`src/rtl/mpeg_out_reader.sv`:
```
// Read-side front end for the output FIFO: pops bytes with 1-cycle read latency into a skid
// buffer and presents them as a valid/ready stream. Optional CRC-32 port: MPEG_OUT_CRC_EN.
module mpeg_out_reader #(
    parameter int unsigned DEPTH = 4,
    parameter int unsigned CNT_W = 32
) (
    input  logic             clk,
    input  logic             rst_n_200,
    input  logic [7:0]       mpeg_out,
    input  logic             mpeg_empty,
    output logic             mpeg_rd,
    input  logic             stream_end,
    input  logic [CNT_W-1:0] expected_cnt,
    output logic [7:0]       out_data,
    output logic             out_valid,
    input  logic             out_ready,
    output logic [CNT_W-1:0] out_cnt,
    output logic [CNT_W-1:0] stall_cnt,
    output logic             done,
`ifdef MPEG_OUT_CRC_EN
    output logic [31:0]      crc_out,
`endif
    output logic             err_over
);

    localparam int unsigned AW = (DEPTH > 1) ? $clog2(DEPTH) : 1;
    localparam int unsigned OW = AW + 1;
    localparam logic [OW:0] LP_DEPTH = (OW + 1)'(DEPTH);

    logic [7:0]       r_buf [DEPTH];
    logic [AW-1:0]    r_wr_ptr, r_rd_ptr;
    logic [OW-1:0]    r_occ;
    logic             r_inflight;
    logic             r_done, r_err_over;
    logic [CNT_W-1:0] r_out_cnt, r_stall_cnt;

    logic       w_push, w_pop, w_over, w_done_set;
    logic [OW:0] w_pending;

    // Credit check counts the byte already in flight so its capture always has space.
    assign w_pending  = {1'b0, r_occ} + (OW + 1)'(r_inflight);
    assign mpeg_rd    = ~mpeg_empty & (w_pending < LP_DEPTH) & ~r_err_over;
    assign w_push     = r_inflight;
    assign out_valid  = (r_occ != '0);
    assign out_data   = r_buf[r_rd_ptr];
    assign w_pop      = out_valid & out_ready;
    assign w_over     = w_pop & stream_end & (r_out_cnt >= expected_cnt);
    assign w_done_set = stream_end & (r_out_cnt == expected_cnt) & (r_occ == '0) &
                        ~r_inflight & mpeg_empty & ~r_err_over;

    assign out_cnt   = r_out_cnt;
    assign stall_cnt = r_stall_cnt;
    assign done      = r_done;
    assign err_over  = r_err_over;

    always_ff @(posedge clk) begin
        if (w_push) begin
            r_buf[r_wr_ptr] <= mpeg_out;
        end
    end

    always_ff @(posedge clk or negedge rst_n_200) begin
        if (!rst_n_200) begin
            r_wr_ptr    <= '0;
            r_rd_ptr    <= '0;
            r_occ       <= '0;
            r_inflight  <= 1'b0;
            r_out_cnt   <= '0;
            r_stall_cnt <= '0;
            r_done      <= 1'b0;
            r_err_over  <= 1'b0;
        end else begin
            r_inflight <= mpeg_rd;
            if (w_push) begin
                r_wr_ptr <= r_wr_ptr + AW'(1);
            end
            if (w_pop) begin
                r_rd_ptr <= r_rd_ptr + AW'(1);
            end
            case ({w_push, w_pop})
                2'b10:   r_occ <= r_occ + OW'(1);
                2'b01:   r_occ <= r_occ - OW'(1);
                default: r_occ <= r_occ;
            endcase
            if (w_pop && (r_out_cnt != '1)) begin
                r_out_cnt <= r_out_cnt + CNT_W'(1);
            end
            if (out_valid && !out_ready && (r_stall_cnt != '1)) begin
                r_stall_cnt <= r_stall_cnt + CNT_W'(1);
            end
            if (w_over) begin
                r_err_over <= 1'b1;
            end
            if (w_done_set) begin
                r_done <= 1'b1;
            end
        end
    end

`ifdef MPEG_OUT_CRC_EN
    logic [31:0] r_crc;
    logic [31:0] w_crc_next;

    // Reflected CRC-32, LSB of each byte first.
    always_comb begin
        w_crc_next = r_crc;
        for (int i = 0; i < 8; i++) begin
            if (w_crc_next[0] ^ out_data[i]) begin
                w_crc_next = (w_crc_next >> 1) ^ 32'hEDB8_8320;
            end else begin
                w_crc_next = w_crc_next >> 1;
            end
        end
    end

    always_ff @(posedge clk or negedge rst_n_200) begin
        if (!rst_n_200) begin
            r_crc <= 32'hFFFF_FFFF;
        end else if (w_pop && !r_done) begin
            r_crc <= w_crc_next;
        end
    end

    assign crc_out = ~r_crc;
`endif

endmodule

```
`config.mk`:
```
export PLATFORM = sky130hd
export DESIGN_NAME = mpeg_out_reader
export DESIGN_NICKNAME = d
export VERILOG_FILES = /design/src/rtl/mpeg_out_reader.sv
export SDC_FILE = /design/constraint.sdc
export NUM_CORES = 1
export LEC_CHECK = 0
export BUFFER_PORTS_ARGS = -buffer_cell sky130_fd_sc_hd__buf_2
export CAP_MARGIN = 30
export CORE_MARGIN = 3
export CORE_UTILIZATION = 50
export CTS_CLUSTER_SIZE = 16
export DETAILED_ROUTE_END_ITERATION = 6
export PLACE_DENSITY = 0.74
export SLEW_MARGIN = 10
export SYNTH_ARGS = -nofsm -noshare
export SYNTH_HDL_FRONTEND = slang
export SYNTH_SLANG_ARGS = --single-unit
```
`constraint.sdc`:
```
create_clock -name clk -period 3.2 [get_ports clk]
set_clock_uncertainty 0.2 [all_clocks]
set_input_delay 0.32 -clock clk [delete_from_list [all_inputs] [get_ports clk]]
set_output_delay 0.32 -clock clk [all_outputs]
set_load 0.05 [all_outputs]
```
; Yosys cells after proc, flatten, opt, wreduce, memory -nomap -nowiden
; Memory sizes are Yosys's and may differ from the RTL's.
; Cells that the tools add are included.
[op_classes]
add_sub_neg = 7
order_cmp = 2
eq_ne = 5
mux = 3
bitwise = 13
n_reduce_logical = 7
[op_table]
columns = op, count
row1 = "adder 32 x 1 -> 32 bit, second input constant", 2
row2 = "inequality test 32 bit, second input constant", 2
row3 = == test 32 bit, 1
row4 = greater-or-equal comparator 32 bit, 1
row5 = bitwise AND 1 bit, 10
row6 = one-hot mux 3 bit (2 select lines), 1
row7 = "adder 2 x 1 -> 2 bit, second input constant", 2
row8 = adder 3 x 1 -> 4 bit, 1
row9 = "less-than comparator 4 x 3 -> 1 bit, second input constant", 1
row10 = "adder 3 x 1 -> 3 bit, second input constant", 1
row11 = logical AND 1 bit, 3
row12 = logical NOT 3 bit, 1
row13 = inverter 1 bit, 3
row14 = nonzero test 3 bit, 1
row15 = "subtractor 3 x 1 -> 3 bit, second input constant", 1
row16 = "== test 2 x 1 -> 1 bit, second input constant", 1
row17 = "== test 2 bit, second input constant", 1
row18 = 2-to-1 mux 1 bit, 2
row19 = nonzero test 2 bit, 1
row20 = logical NOT 1 bit, 1
[word_totals]
reg_bits = 74
ram_bits = 32
in_bits = 45
output_inout_bits = 76
wordCells = 46
n_memories = 1
[memory_table]
columns = memory, depth, word_bits, rd, rd_ports_with_merged_regs, wr, line
row1 = r_buf, 4, 8, 1, 0, 1, 30  ; logic [7:0] r_buf [DEPTH];

; Depth between registers and ports, before layout
[depth]
word_depth = 6
mapped_depth = 8
depth_no_buf = 8

; Worst setup path after synthesis
; Ideal clock, no wire load.
[synth_path]
path_type = flip-flop to output port
startpoint = register r_err_over (netlist: err_over)
endpoint = output mpeg_rd
arrival_time_ns = 2.235
t_required_ns = 2.680
path_slack_ns = 0.445
path_stages_with_launch = 2
n_path_buf = 0
cell_sequence = dfrtp_1 > nor4_1
[synth_via]
elab_chain_len = 2
[synth_lines]
columns = element, line
row1 = start: declaration, 34  ; logic r_done, r_err_over;
row2 = start signal: assignment, 71  ; r_err_over <= 1'b0;
row3 = start signal: assignment, 92  ; r_err_over <= 1'b1;
row4 = inverter 1 bit, 42  ; assign mpeg_rd = ~mpeg_empty & (w_pending < LP_DEPTH) & ~r_err_over;
row5 = bitwise AND 1 bit, 42
row6 = end: declaration, 11  ; output logic mpeg_rd,
; Every way passes these cells.

; Worst setup path after layout
[layout_path]
startpoint = register r_out_cnt[1] (netlist: out_cnt[1])
endpoint = register r_out_cnt[22] (netlist: out_cnt[22])
[layout_via]
elab_chain_len = 2
word_cells_on_any_way = 3
classes_between = add/sub (1) / eq/ne (1) / reduce/logical (1)
[layout_lines]
columns = element, line
row1 = start: declaration, 35  ; logic [CNT_W-1:0] r_out_cnt, r_stall_cnt;
row2 = start signal: assignment, 86  ; r_out_cnt <= r_out_cnt + CNT_W'(1);
row3 = branches (longest 2 deep; another with adder 32 x 1 -> 32 bit), n/a
; Parallel ways; which one is timed is not known.
; A chain may end at the register's enable or synchronous reset.

==> impl_metrics.xml <==
<?xml version="1.0" encoding="UTF-8"?>
<metrics>
  <group name="worst_setup_path">
    <metric name="critPathTopFamily" unit="">compound AO/OA/AOI/OAI gates</metric>
    <metric name="crit_path_end_kind" unit="">flop</metric>
    <metric name="crit_slowest_cell" unit="">a31oi_1</metric>
    <metric name="setup.worst_path.start_class" unit="">flop</metric>
    <metric name="worstPathArrival" unit="ns">2.76</metric>
    <metric name="cp_num_buf_inv" unit="">0</metric>
    <metric name="worstPathMaxFanout" unit="">8</metric>
    <metric name="critical_path.max_stage_delay" unit="ns">0.68</metric>
    <metric name="timing_worst_setup_path_type" unit="">flop to flop</metric>
    <metric name="crit_path_cell_trace" unit="">ha_1 -&gt; o311ai_1 -&gt; or3_1 -&gt; a31oi_1 -&gt; nand3_1 -&gt; xnor2_1</metric>
    <metric name="worst_ep_required_time" unit="ns">3.22</metric>
  </group>
  <group name="timing">
    <metric name="setup_violations" unit="">0</metric>
    <metric name="finalCriticalPeriod" unit="ns">2.74</metric>
    <metric name="slew_viol_final" unit="">0</metric>
    <metric name="finalHoldViolations" unit="">0</metric>
    <metric name="timing.setup.tns" unit="ns">0</metric>
    <metric name="rsz0062_at_grt" unit="">false</metric>
    <metric name="post-route-period-util" unit="%">85.5</metric>
    <metric name="postLayoutSetupSlackWorst" unit="ns">0.464</metric>
    <metric name="fmax" unit="MHz">366</metric>
    <metric name="worst_slew_margin_rel" unit="%">41.4</metric>
    <metric name="worst-slew-pin-transition" unit="ns">0.876</metric>
  </group>
  <group name="logic_synthesis">
    <metric name="synth_async_sr_flop_share" unit="%">69.8</metric>
    <metric name="syn_area" unit="um^2">5640</metric>
    <metric name="synth-seq-area-share" unit="%">49.9</metric>
    <metric name="synth_enable_flop_cells" unit="">32</metric>
    <metric name="synth_top_cell_area_share" unit="%">32.8</metric>
    <metric name="synth.area.top_cells" unit="">dfrtp_1 33%, edfxtp_1 17%, ha_1 8.6%</metric>
    <metric name="synthesis.instances" unit="">511</metric>
    <metric name="postSynthAreaPerCell" unit="um^2">11.0</metric>
    <metric name="yosysUniqueCellTypes" unit="">53</metric>
    <metric name="ys_warn_count" unit="">0</metric>
    <metric name="synth.net_count" unit="">596</metric>
    <metric name="postSynth.topFlopCell" unit="">dfrtp_1</metric>
    <metric name="yosysTopAreaCell" unit="">dfrtp_1</metric>
    <metric name="yosys_register_bits" unit="">106</metric>
  </group>
  <group name="place">
    <metric name="gp_congestion" unit="">0.883</metric>
    <metric name="detailed_place.area" unit="um^2">6410</metric>
    <metric name="dp_hpwl" unit="mm">9.86</metric>
    <metric name="port_buffers" unit="">120</metric>
    <metric name="preCtsSetupSlack" unit="ns">0.559</metric>
  </group>
  <group name="finish">
    <metric name="final_layout_size_suffix_gt1_share" unit="%">24.3</metric>
    <metric name="flow.area_growth_from_synthesis" unit="%">20.6</metric>
    <metric name="antenna_cells" unit="">0</metric>
    <metric name="fillers" unit="">895</metric>
    <metric name="fin_area" unit="um^2">6810</metric>
    <metric name="mostFrequentLayoutCells" unit="">120 x buf_2, 74 x dfrtp_1, 52 x inv_1, 39 x xor2_1, 39 x ha_1</metric>
    <metric name="final_nets" unit="">734</metric>
    <metric name="most_frequent_standard_cell_in_the_layout_excluding_fill_and_tap_cells" unit="">buf_2</metric>
  </group>
  <group name="floorplanning">
    <metric name="starting_density_of_the_core" unit="%">51.6</metric>
    <metric name="core-area" unit="um^2">10900</metric>
    <metric name="core.rowCount" unit="">38</metric>
    <metric name="design.portCount" unit="">121</metric>
    <metric name="die_y" unit="um">112</metric>
    <metric name="floorplan.die_area" unit="um^2">12600</metric>
    <metric name="chipWidth" unit="um">112</metric>
  </group>
  <group name="global_route">
    <metric name="global_route.usage.total" unit="%">21.1</metric>
    <metric name="grt_max_degree" unit="">75</metric>
    <metric name="global_route.overflow_total" unit="">0</metric>
    <metric name="grt_antenna_before_repair" unit="">0</metric>
    <metric name="number_of_global_route_vias_before_repair" unit="">4408</metric>
    <metric name="first_pass_grt_wire_length" unit="mm">21.6</metric>
  </group>
  <group name="run">
    <metric name="max_cap_viol_count" unit="">0</metric>
  </group>
  <group name="clocking">
    <metric name="cts_buffers" unit="">9</metric>
    <metric name="max-clock-path-buffers" unit="">2</metric>
    <metric name="h_tree_lvls" unit="">3</metric>
    <metric name="tritoncts_num_sinks" unit="">106</metric>
    <metric name="root_buffer_cell" unit="">clkbuf_16</metric>
    <metric name="tritoncts" unit="">yes</metric>
    <metric name="post_cts_buffers" unit="">0</metric>
    <metric name="clk_pin_slew" unit="ns">0.07</metric>
    <metric name="worstSkewPairLatency" unit="ns">0.35</metric>
  </group>
  <group name="pwr">
    <metric name="leakage" unit="nW">3.36</metric>
    <metric name="vdd_drop_max" unit="uV">567</metric>
    <metric name="power.density" unit="nW/um^2">638</metric>
  </group>
  <group name="route">
    <metric name="routed_via_count" unit="">4383</metric>
    <metric name="drtIter0Drc" unit="">187</metric>
    <metric name="route.antenna.remaining_nets" unit="">0</metric>
    <metric name="finalWirelength" unit="mm">13.1</metric>
    <metric name="first_pass_iters" unit="">5</metric>
    <metric name="drc_errors" unit="">0</metric>
    <metric name="routedWlPerCell" unit="um">16.5</metric>
    <metric name="via_per_inst" unit="">5.52</metric>
  </group>
  <group name="run_status">
    <metric name="status" unit="">completed</metric>
  </group>
  <group name="worst_hold_path">
    <metric name="worst_hold_path_type" unit="">input port to flop</metric>
  </group>
</metrics>
-- layout make-up --
| type | count | area [um^2] | area share [%] |
|---|---|---|---|
| Sequential cell | 106 | 2810 | 41.3 |
| Tap cell | 140 | 175 | 2.57 |
| Clock inverter | 6 | 53.8 | 0.790 |
| Clock buffer | 10 | 229 | 3.36 |
| Inverter | 52 | 195 | 2.87 |
| Multi-Input combinational cell | 348 | 2610 | 38.3 |
| Timing Repair Buffer | 132 | 733 | 10.8 |
-- registers in the layout, summed over array words and instances (netlist names) --
| signal | flops |
|---|---|
| stall_cnt | 32 |
| r_occ | 3 |
| out_cnt | 32 |
| r_inflight | 1 |
| done | 1 |
| r_rd_ptr | 2 |
| r_buf | 32 |
| r_wr_ptr | 2 |
| err_over | 1 |
-- power breakdown --
part / internal, mW / leakage (nW) / switching, mW
Sequential: 1.59 / 1.24 / 0.244
Combinational: 0.465 / 1.99 / 0.983
Clock: 0.545 / 0.136 / 0.514
-- metal layers --
metal / share of wire, % / up-vias / global-route usage [%]
met2: 49 / 133 / 35.3
met4: 1.4 / 0 / 6.01
met5: 0 / - / 0
met1: 42 / 2130 / 28.1
li1: - / 2104 / -
met3: 7.2 / 16 / 4.58
-- path summary, 6_finish.rpt --
check	start	to	slack, ns	cells after the start
max in group asynchronous	rst_n_200	out_cnt[17]	1.97	4
worst max register to register	out_cnt[1]	out_cnt[22]	0.46	6
worst min-delay path	mpeg_out[5]	r_buf[2][5]	0.02	1
worst max-delay path	out_cnt[1]	out_cnt[22]	0.46	6
min in group asynchronous	rst_n_200	stall_cnt[26]	0.27	3
worst min register to register	stall_cnt[8]	stall_cnt[8]	0.31	1
-- kinds of logic (layout without fill, tap and decap cells) --
kind of cell / after synthesis / in the layout / share of synthesized area (%)
compound gates: 39 / 39 / 4.66
xor+xnor: 64 / 64 / 9.94
fa+ha+maj: 40 / 40 / 9.00
buf+inv: 57 / 200 / 3.93
flops: 106 / 106 / 49.9
mux: 12 / 12 / 3.99
simple gates: 193 / 193 / 18.6
-- cells in the mapped netlist, types with 4 or more instances --
cell and n:
nand4_1 19, o21ai_0 8, nor3b_1 4, nand3_1 29, edfxtp_1 32, nor2_1 27
nand2_1 37, and2_1 5, ha_1 39, nor4_1 17, dfrtp_1 74, nor3_1 24
mux4_2 8, xnor2_1 25, xor2_1 39, and4_1 5, a21oi_1 13, inv_1 52
and3_1 7
-- metrics by stage --
step	hold slack, ns	std cells	power, mW	util (%)
floorplan	-0.176	511	2.91	-
global placement	0.279	768	3.25	58.6
detailed placement	0.295	768	3.30	58.6
CTS	0.00558	792	4.38	61.9
global route	0.0148	794	4.58	62.2
finish	0.0154	794	4.34	62.2
-- timing repair --
item	in CTS	in global routing
endpoints found under the hold margin	27	20
hold buffers	8	1
resized for setup	0	0
Note: power is estimated with default switching activity, not from simulation.
